### src/rtl/conv1_psum_drain.sv
// Output drain for the conv1 PE column: bias, optional ReLU, rounding shift and int8
// saturation, then packs four bytes per word into a small FIFO for the ofmap writer.
module conv1_psum_drain #(
  parameter int PSUM_W     = 20,
  parameter int FIFO_DEPTH = 4,
  parameter int LEN_W      = 16
) (
  input  logic              clk,
  input  logic              rst,
  input  logic              start,
  input  logic [LEN_W-1:0]  frame_len,
  input  logic [PSUM_W-1:0] bias,
  input  logic [3:0]        shift,
  input  logic              relu_en,
  input  logic              psum_vld,
  input  logic [PSUM_W-1:0] psum_in,
  output logic              psum_rdy,
  output logic              out_vld,
  input  logic              out_rdy,
  output logic [31:0]       out_data,
  output logic              out_last,
  output logic              busy,
  output logic              done
);

  localparam int CNT_W = $clog2(FIFO_DEPTH + 1);
  localparam int PTR_W = $clog2(FIFO_DEPTH);
  localparam logic signed [PSUM_W+1:0] RND_ONE = {{(PSUM_W+1){1'b0}}, 1'b1};
  localparam logic signed [PSUM_W+1:0] SAT_HI  = 127;
  localparam logic signed [PSUM_W+1:0] SAT_LO  = -128;

  typedef enum logic [1:0] {IDLE, RUN, FLUSH, DONE} state_t;

  state_t                    state;
  logic [LEN_W-1:0]          len_r;
  logic [PSUM_W-1:0]         bias_r;
  logic [3:0]                shift_r;
  logic                      relu_r;
  logic [LEN_W-1:0]          acc_cnt;
  logic                      s1_vld, s1_last, s2_vld, s2_last;
  logic signed [PSUM_W:0]    s1;
  logic [7:0]                s2_byte;
  logic [1:0]                byte_idx;
  logic [23:0]               lanes;
  logic [32:0]               mem [FIFO_DEPTH];
  logic [PTR_W-1:0]          wr_ptr, rd_ptr;
  logic [CNT_W-1:0]          count;
  logic                      accept, pop, push, push_full, flush_push, pipe_empty, flush_done;
  logic [31:0]               push_word;
  logic                      push_last;

  function automatic logic [7:0] post_scale(input logic signed [PSUM_W:0] s,
                                            input logic [3:0] sh, input logic relu);
    logic signed [PSUM_W+1:0] ext;
    logic signed [PSUM_W+1:0] r;
    ext = {s[PSUM_W], s};
    r = (sh != 4'd0) ? ((ext + (RND_ONE <<< (sh - 4'd1))) >>> sh) : ext;
    if (relu && r[PSUM_W+1]) r = '0;
    if (r > SAT_HI)      return 8'h7F;
    else if (r < SAT_LO) return 8'h80;
    else                 return r[7:0];
  endfunction

  assign psum_rdy   = (state == RUN) && (count < CNT_W'(FIFO_DEPTH - 1));
  assign accept     = psum_vld && psum_rdy;
  assign out_vld    = (count != '0);
  assign pop        = out_vld && out_rdy;
  assign out_data   = mem[rd_ptr][31:0];
  assign out_last   = mem[rd_ptr][32];
  assign pipe_empty = !s1_vld && !s2_vld;
  assign push_full  = s2_vld && (byte_idx == 2'd3);
  assign flush_push = (state == FLUSH) && pipe_empty && (byte_idx != 2'd0)
                      && (count != CNT_W'(FIFO_DEPTH));
  assign push       = push_full || flush_push;
  assign flush_done = pipe_empty && (byte_idx == 2'd0)
                      && ((count == '0) || ((count == CNT_W'(1)) && pop));

  // Word to push: a completed word, or the partial word zero-padded above byte_idx.
  always_comb begin
    push_word = 32'h0;
    push_last = 1'b1;
    if (push_full) begin
      push_word = {s2_byte, lanes};
      push_last = s2_last;
    end else begin
      case (byte_idx)
        2'd1:    push_word = {24'h0, lanes[7:0]};
        2'd2:    push_word = {16'h0, lanes[15:0]};
        2'd3:    push_word = {8'h0, lanes};
        default: push_word = 32'h0;
      endcase
    end
  end

  // Frame control FSM with registered busy/done.
  always_ff @(posedge clk or posedge rst) begin
    if (rst) begin
      state   <= IDLE;
      len_r   <= '0;
      bias_r  <= '0;
      shift_r <= '0;
      relu_r  <= 1'b0;
      acc_cnt <= '0;
      busy    <= 1'b0;
      done    <= 1'b0;
    end else begin
      case (state)
        IDLE: begin
          done <= 1'b0;
          if (start) begin
            len_r   <= frame_len;
            bias_r  <= bias;
            shift_r <= shift;
            relu_r  <= relu_en;
            acc_cnt <= '0;
            busy    <= 1'b1;
            if (frame_len == '0) begin
              state <= DONE;
              done  <= 1'b1;
            end else begin
              state <= RUN;
            end
          end
        end
        RUN: begin
          if (accept) begin
            acc_cnt <= acc_cnt + LEN_W'(1);
            if (acc_cnt == len_r - LEN_W'(1)) state <= FLUSH;
          end
        end
        FLUSH: begin
          if (flush_done) begin
            state <= DONE;
            done  <= 1'b1;
          end
        end
        DONE: begin
          done  <= 1'b0;
          busy  <= 1'b0;
          state <= IDLE;
        end
        default: begin
          state <= IDLE;
          busy  <= 1'b0;
          done  <= 1'b0;
        end
      endcase
    end
  end

  // Two-stage arithmetic pipeline; the last flag rides along with its psum.
  always_ff @(posedge clk or posedge rst) begin
    if (rst) begin
      s1_vld  <= 1'b0;
      s1      <= '0;
      s1_last <= 1'b0;
      s2_vld  <= 1'b0;
      s2_byte <= '0;
      s2_last <= 1'b0;
    end else begin
      s1_vld <= accept;
      if (accept) begin
        s1      <= $signed({psum_in[PSUM_W-1], psum_in}) + $signed({bias_r[PSUM_W-1], bias_r});
        s1_last <= (acc_cnt == len_r - LEN_W'(1));
      end
      s2_vld <= s1_vld;
      if (s1_vld) begin
        s2_byte <= post_scale(s1, shift_r, relu_r);
        s2_last <= s1_last;
      end
    end
  end

  // Byte packing and output word FIFO.
  always_ff @(posedge clk or posedge rst) begin
    if (rst) begin
      byte_idx <= '0;
      lanes    <= '0;
      wr_ptr   <= '0;
      rd_ptr   <= '0;
      count    <= '0;
      for (int i = 0; i < FIFO_DEPTH; i++) mem[i] <= '0;
    end else begin
      if (s2_vld) begin
        byte_idx <= byte_idx + 2'd1;
        case (byte_idx)
          2'd0:    lanes[7:0]   <= s2_byte;
          2'd1:    lanes[15:8]  <= s2_byte;
          2'd2:    lanes[23:16] <= s2_byte;
          default: ;
        endcase
      end else if (flush_push) begin
        byte_idx <= '0;
      end
      if (push) begin
        mem[wr_ptr] <= {push_last, push_word};
        wr_ptr <= (wr_ptr == PTR_W'(FIFO_DEPTH - 1)) ? '0 : wr_ptr + PTR_W'(1);
      end
      if (pop) rd_ptr <= (rd_ptr == PTR_W'(FIFO_DEPTH - 1)) ? '0 : rd_ptr + PTR_W'(1);
      case ({push, pop})
        2'b10:   count <= count + CNT_W'(1);
        2'b01:   count <= count - CNT_W'(1);
        default: ;
      endcase
    end
  end

endmodule

### config.mk
export PLATFORM = sky130hd
export DESIGN_NAME = conv1_psum_drain
export DESIGN_NICKNAME = d
export VERILOG_FILES = /design/src/rtl/conv1_psum_drain.sv
export SDC_FILE = /design/constraint.sdc
export NUM_CORES = 1
export LEC_CHECK = 0
export ABC_AREA = 1
export BUFFER_PORTS_ARGS = -buffer_cell sky130_fd_sc_hd__buf_4
export CORE_MARGIN = 2
export CORE_UTILIZATION = 63
export DETAILED_ROUTE_END_ITERATION = 16
export PLACE_DENSITY_LB_ADDON = 0.08
export SYNTH_ARGS = -nofsm -noshare
export SYNTH_HDL_FRONTEND = slang
export SYNTH_SLANG_ARGS = --single-unit
### constraint.sdc
create_clock -name clk -period 15.35 [get_ports clk]
set_input_delay 0.7675 -clock clk [delete_from_list [all_inputs] [get_ports clk]]
set_output_delay 0.7675 -clock clk [all_outputs]
set_load 0.05 [all_outputs]
-- After elaboration in Yosys (flattened, before gate mapping)
Index checks and enable logic that the tools add are counted.
- register bits after elaboration: 259
- input bits: 66
- output and inout bits: 37
- word-level logic and storage cells: 133
- add/subtract/negate cells: 10
- order comparisons: 6
- eq/ne operators: 17
- shifts and indexed selects: 2
- muxes and demuxes: 34
- bitwise operators: 2
- reductions and logical operators: 37
- operators by type and width (cell ; count):
    132-bit bitwise mux ; 1
    33-bit two-way mux ; 3
    24-bit case mux with 3 select lines ; 1
    33-bit binary-select mux with 2-bit select ; 1
    33-bit demux with 2-bit select ; 1
    22-bit two-way mux ; 3
    16-bit two-way mux ; 2
    32-bit two-way mux ; 1
    16-bit case mux with 2 select lines ; 1
    21-bit by 22-bit adder with 22-bit output ; 1
    22-bit by 8-bit greater-than comparator with 1-bit output, second input constant ; 1
    22-bit by 8-bit < comparator with 1-bit output, second input constant ; 1
    2-bit by 4-bit <<< shifter with 22-bit output, first input constant ; 1
    22-bit by 4-bit >>> shifter with 22-bit output ; 1
    20-bit by 20-bit adder with 21-bit output ; 1
    2-bit two-way mux ; 9
    16-bit by 1-bit adder with 16-bit output, second input constant ; 1
    16-bit == test ; 1
    16-bit logical NOT ; 1
    8-bit two-way mux ; 2
    16-bit by 1-bit subtractor with 16-bit output, second input constant ; 1
    2-bit == test, second input constant ; 7
    1-bit logical AND ; 13
    2-bit AND reduction ; 6
    27 further kinds ; 47

-- Depth between registers and ports, before layout
- depth in word-level cells: 11
- gate-level depth with buffers: 32
- gate-level depth less buffers: 30

-- Least setup slack after synthesis
Ideal clock, no wire load.
- path type: register to register
- start point: reg shift_r[2]
- end point: reg s2_byte[0]
- setup time: 0.124 ns
- arrival time: 3.170 ns
- data required time: 15.226 ns
- setup slack: 12.057 ns
- stages on the path, launching flop included: 29
- buffers on the path: 2
- clock period less this slack: 3.293 ns
- path through: dfrtp_1 clkbuf_2 inv_2 buf_2 nand2_1 nor2_1 ha_1 inv_1 fa_1 inv_1 nand3_1 nand3_1 nand2_1 nand2_1 nand2_1 nand2_1 nand2_1 nand3_2 nand3_1 nand2_1 nand2_1 nand2_1 nand2_1 a21oi_1 nand3_1 a21oi_1 nand2_1 nand3_2 a21oi_1
- longest elaborated chain between the ends: 11
- elaborated cells on any way between the ends: 13
- those cells by class: add/sub (2); order compare (2); shift (2); mux (5); reduce/logical (2)
- ends and longest elaborated chain (what ; line ; RTL):
    start: declaration ; 37 ; logic [3:0] shift_r;
    start signal: assignment ; 113 ; shift_r <= shift;
    4-bit by 1-bit subtractor with 4-bit output ; 57 ; r = (sh != 4'd0) ? ((ext + (RND_ONE <<< (sh - 4'd1))) >>> sh) : ext;
    2-bit by 4-bit <<< shifter with 22-bit output ; 57 ;
    21-bit by 22-bit adder with 22-bit output ; 57 ;
    22-bit by 4-bit >>> shifter with 22-bit output ; 57 ;
    22-bit two-way mux * ; 57 ;
    1-bit logical AND ; 58 ; if (relu && r[PSUM_W+1]) r = '0;
    22-bit two-way mux * ; 58 ;
    22-bit two-way mux * ; 167 ; if (s1_vld) begin
    22-bit by 8-bit < comparator with 1-bit output ; 60 ; else if (r < SAT_LO) return 8'h80;
    8-bit two-way mux ; 60 ;
    8-bit two-way mux * ; 59 ; if (r > SAT_HI) return 8'h7F;
    end signal: assignment ; 168 ; s2_byte <= post_scale(s1, shift_r, relu_r);
    end: declaration ; 42 ; logic [7:0] s2_byte;
Mark *: on every way between the ends. The rest lies on a longest branch, timed or not. The select of a mux whose other input is x is not followed.
A chain may end at the register's enable or synchronous reset.

-- Worst setup path after layout
- start point: reg shift_r[0]
- end point: reg s2_byte[0]
Same word-level chain as after synthesis.

==> results_dict.tcl <==
set metrics [dict create \
    power.total_uw 3630 \
    async_flop_share 1.00 \
    routed_wl_um 41400 \
    outcome "complete, no violations" \
    grt_use_total 0.326 \
    slowest_stage "dfrtp_1" \
    avgSynthCellArea_um2 7.20 \
    yosysWarnings 0 \
    clk_pin_slew_ps 60 \
    syn_to_final_growth_pct 13.0 \
    finalClockSkew_ps 15.5 \
    synth_top_cells_by_count "641 x nand2_1, 259 x dfrtp_1, 252 x o21ai_0" \
    crit_path_max_fanout 26 \
    finalSetupViolations 0 \
    clk_latency_ps 550 \
    grt_first_pass_wirelength_um 68600 \
    synth_cells 2127 \
    clock-root-buffer "clkbuf_16" \
    ys.flop_type "dfrtp_1" \
    max_freq_ghz 0.203 \
    gp_congestion 0.980 \
    stdcell_area_um2 17300 \
    cts_resized 0 \
    hold_path_class "input port to async pin" \
    rsz0062_at_grt "no" \
    drv_cap 0 \
    post-dp-hpwl_um 28600 \
    critical_path.max_stage_delay_ps 870 \
    cts_hold_buf 0 \
    cp_common_cell "nand3_1" \
    ioPinCount 103 \
    synth_top_area_share 0.423 \
    synth-seq-cells 259 \
    ir_worst_vdd_mv 0.116 \
    crit_type "flop to flop" \
    rows 57 \
    dr_total_vias 14409 \
    syn_area_um2 15300 \
    core_um2 24100 \
    worst_pin_slew_ps 961 \
    nNetsFinal 2316 \
    power_leakage_uw 0.00886 \
    synth_nets 2253 \
    ant_nets 0 \
    drc 0 \
    dp_slack_ps 10570 \
    drt_iter0_drc 1342 \
    required_ps 15810 \
    post-cts-setup-buffer-count 0 \
    htreeDepth 1 \
    clock-sinks 259 \
    start_kind "flop" \
    start_util 0.635 \
    yosysMostFrequentCell "nand2_1" \
    synth.area.top_cells "dfrtp_1 42%, nand2_1 16%, o21ai_0 8.2%" \
    port_buffers 102 \
    dieWidth_um 160 \
    cts_tree "done" \
    path_delay_family "simple AND/OR/NAND/NOR gates" \
    crit_buf_inv 3 \
    crit_arrival_ps 5380 \
    period_share 0.320 \
    dpl_cell_area_um2 16300 \
    slew_headroom 0.359 \
    first_pass_iters 6 \
    cts_buffers 28 \
    hold_viol 0 \
    vias_per_cell 5.68 \
    die_area_um2 25600 \
    drive_gt1_frac 0.0941 \
    first_global_vias 13778 \
    grt_antenna_before_repair 1 \
    die_h_um 160 \
    yosysSeqAreaShare 0.423 \
    tns_ps 0 \
    routedWlPerCell_um 16.3 \
    p_per_area_nw_per_um2 210 \
    gr-total-overflow 0 \
    period_minus_slack_ps 4920 \
    drv_slew 0 \
    clock_path_buffers 3 \
    fin_ws_ps 10430 \
    synth_edf_count 0 \
    grt_max_degree 119 \
    synth.largest_area_cell "dfrtp_1" \
    synthDistinctLibCells 45 \
    cp-end-kind "flop" \
]
==> worst register-to-register path, stage by stage, from the launching register on <==
cell and delay (ps):
dfrtp_1 870, inv_1 550, nor2_1 340, nand2_1 110
nor2_1 110, ha_1 260, inv_1 80, fa_1 400
inv_1 120, nand3_1 70, nand3_1 140, nand2_1 90
nand2_1 100, nand2_1 70, nand3_1 110, nand3_1 130
nand3_1 160, nand3_1 110, nand3_1 170, nand2_1 70
a21oi_1 140, nand2_1 70, nor2_1 120, nand3_1 100
nand2_2 130, a21oi_1 90, a21oi_1 130
==> sequential cells by signal, indices dropped and copies added, names as in the netlist, 2 cells and up <==
| name | cells |
|---|---|
| mem | 132 |
| lanes | 24 |
| s1 | 21 |
| bias_r | 20 |
| acc_cnt | 16 |
| len_r | 16 |
| s2_byte | 8 |
| shift_r | 4 |
| count | 3 |
| byte_idx | 2 |
| rd_ptr | 2 |
| state | 2 |
| wr_ptr | 2 |
==> per-stage QoR <==
| stage | util | instances | hold WS [ps] |
|---|---|---|---|
| finish | 0.718 | 2536 | 360 |
| detailed placement | 0.675 | 2484 | 453 |
| global route | 0.718 | 2536 | 406 |
| floorplan | - | 2127 | 412 |
| CTS | 0.718 | 2535 | 393 |
| global placement | 0.675 | 2484 | 449 |
==> routing by layer <==
metal | vias up | GRT usage | wire (um)
li1 | 7039 | - | -
met1 | 6771 | 0.445 | 17800
met2 | 499 | 0.535 | 19400
met3 | 100 | 0.0426 | 2630
met4 | 0 | 0.123 | 1550
met5 | - | 0 | 0
==> cells in the final DEF, fill, tap and decap left out, types with 6 or more instances in the layout <==
cell type and n:
a21oi_1 80, a31oi_1 9, buf_4 116, bufinv_16 6, clkbuf_16 28, dfrtp_1 258, ha_1 58, inv_1 188
inv_2 10, nand2_1 641, nand2_2 6, nand3_1 169, nand3_2 6, nand3b_1 8, nand4_1 13, nor2_1 196
nor3_1 17, o21ai_0 252, o21ai_1 7, o22ai_1 29, or2_2 8, xnor2_1 16, xor2_1 30
==> cell families after synthesis <==
family	synth area share
adders and majority gates	0.0500
xor gates and xnor gates	0.0263
and+or+nand+nor	0.294
buffers and inverters	0.0708
AOI/OAI and AO/OA	0.135
DFF	0.423
==> where the power goes <==
group | switching [uW] | total [uW] | internal (uW) | leakage, uW
clock | 281 | 743 | 462 | 0.000499
combinational | 1260 | 1850 | 595 | 0.00492
sequential | 187 | 1030 | 845 | 0.00345
==> path summary, 6_finish.rpt <==
kind | from | end | slack [ps] | cells past startpoint
hold reg to reg | mem[79] | mem[79] | 470 | 2
min in group clk | bias[17] | bias_r[17] | 410 | 3
setup / recovery | shift_r[0] | s2_byte[0] | 10430 | 26
hold / removal | rst | done | 360 | 2
setup reg to reg | shift_r[0] | s2_byte[0] | 10430 | 26
max in group asynchronous | rst | rd_ptr[0] | 13510 | 3
==> cell type report <==
type,count,area [um^2]
multi-input combinational,1583,7750
inverter,202,766
timing repair buffer,116,871
antenna,1,2.50
fill,2024,6800
sequential,259,6480
clock buffer,36,781
tap,324,405
clock inverter,15,254
Note: power is estimated with default switching activity, not from simulation.
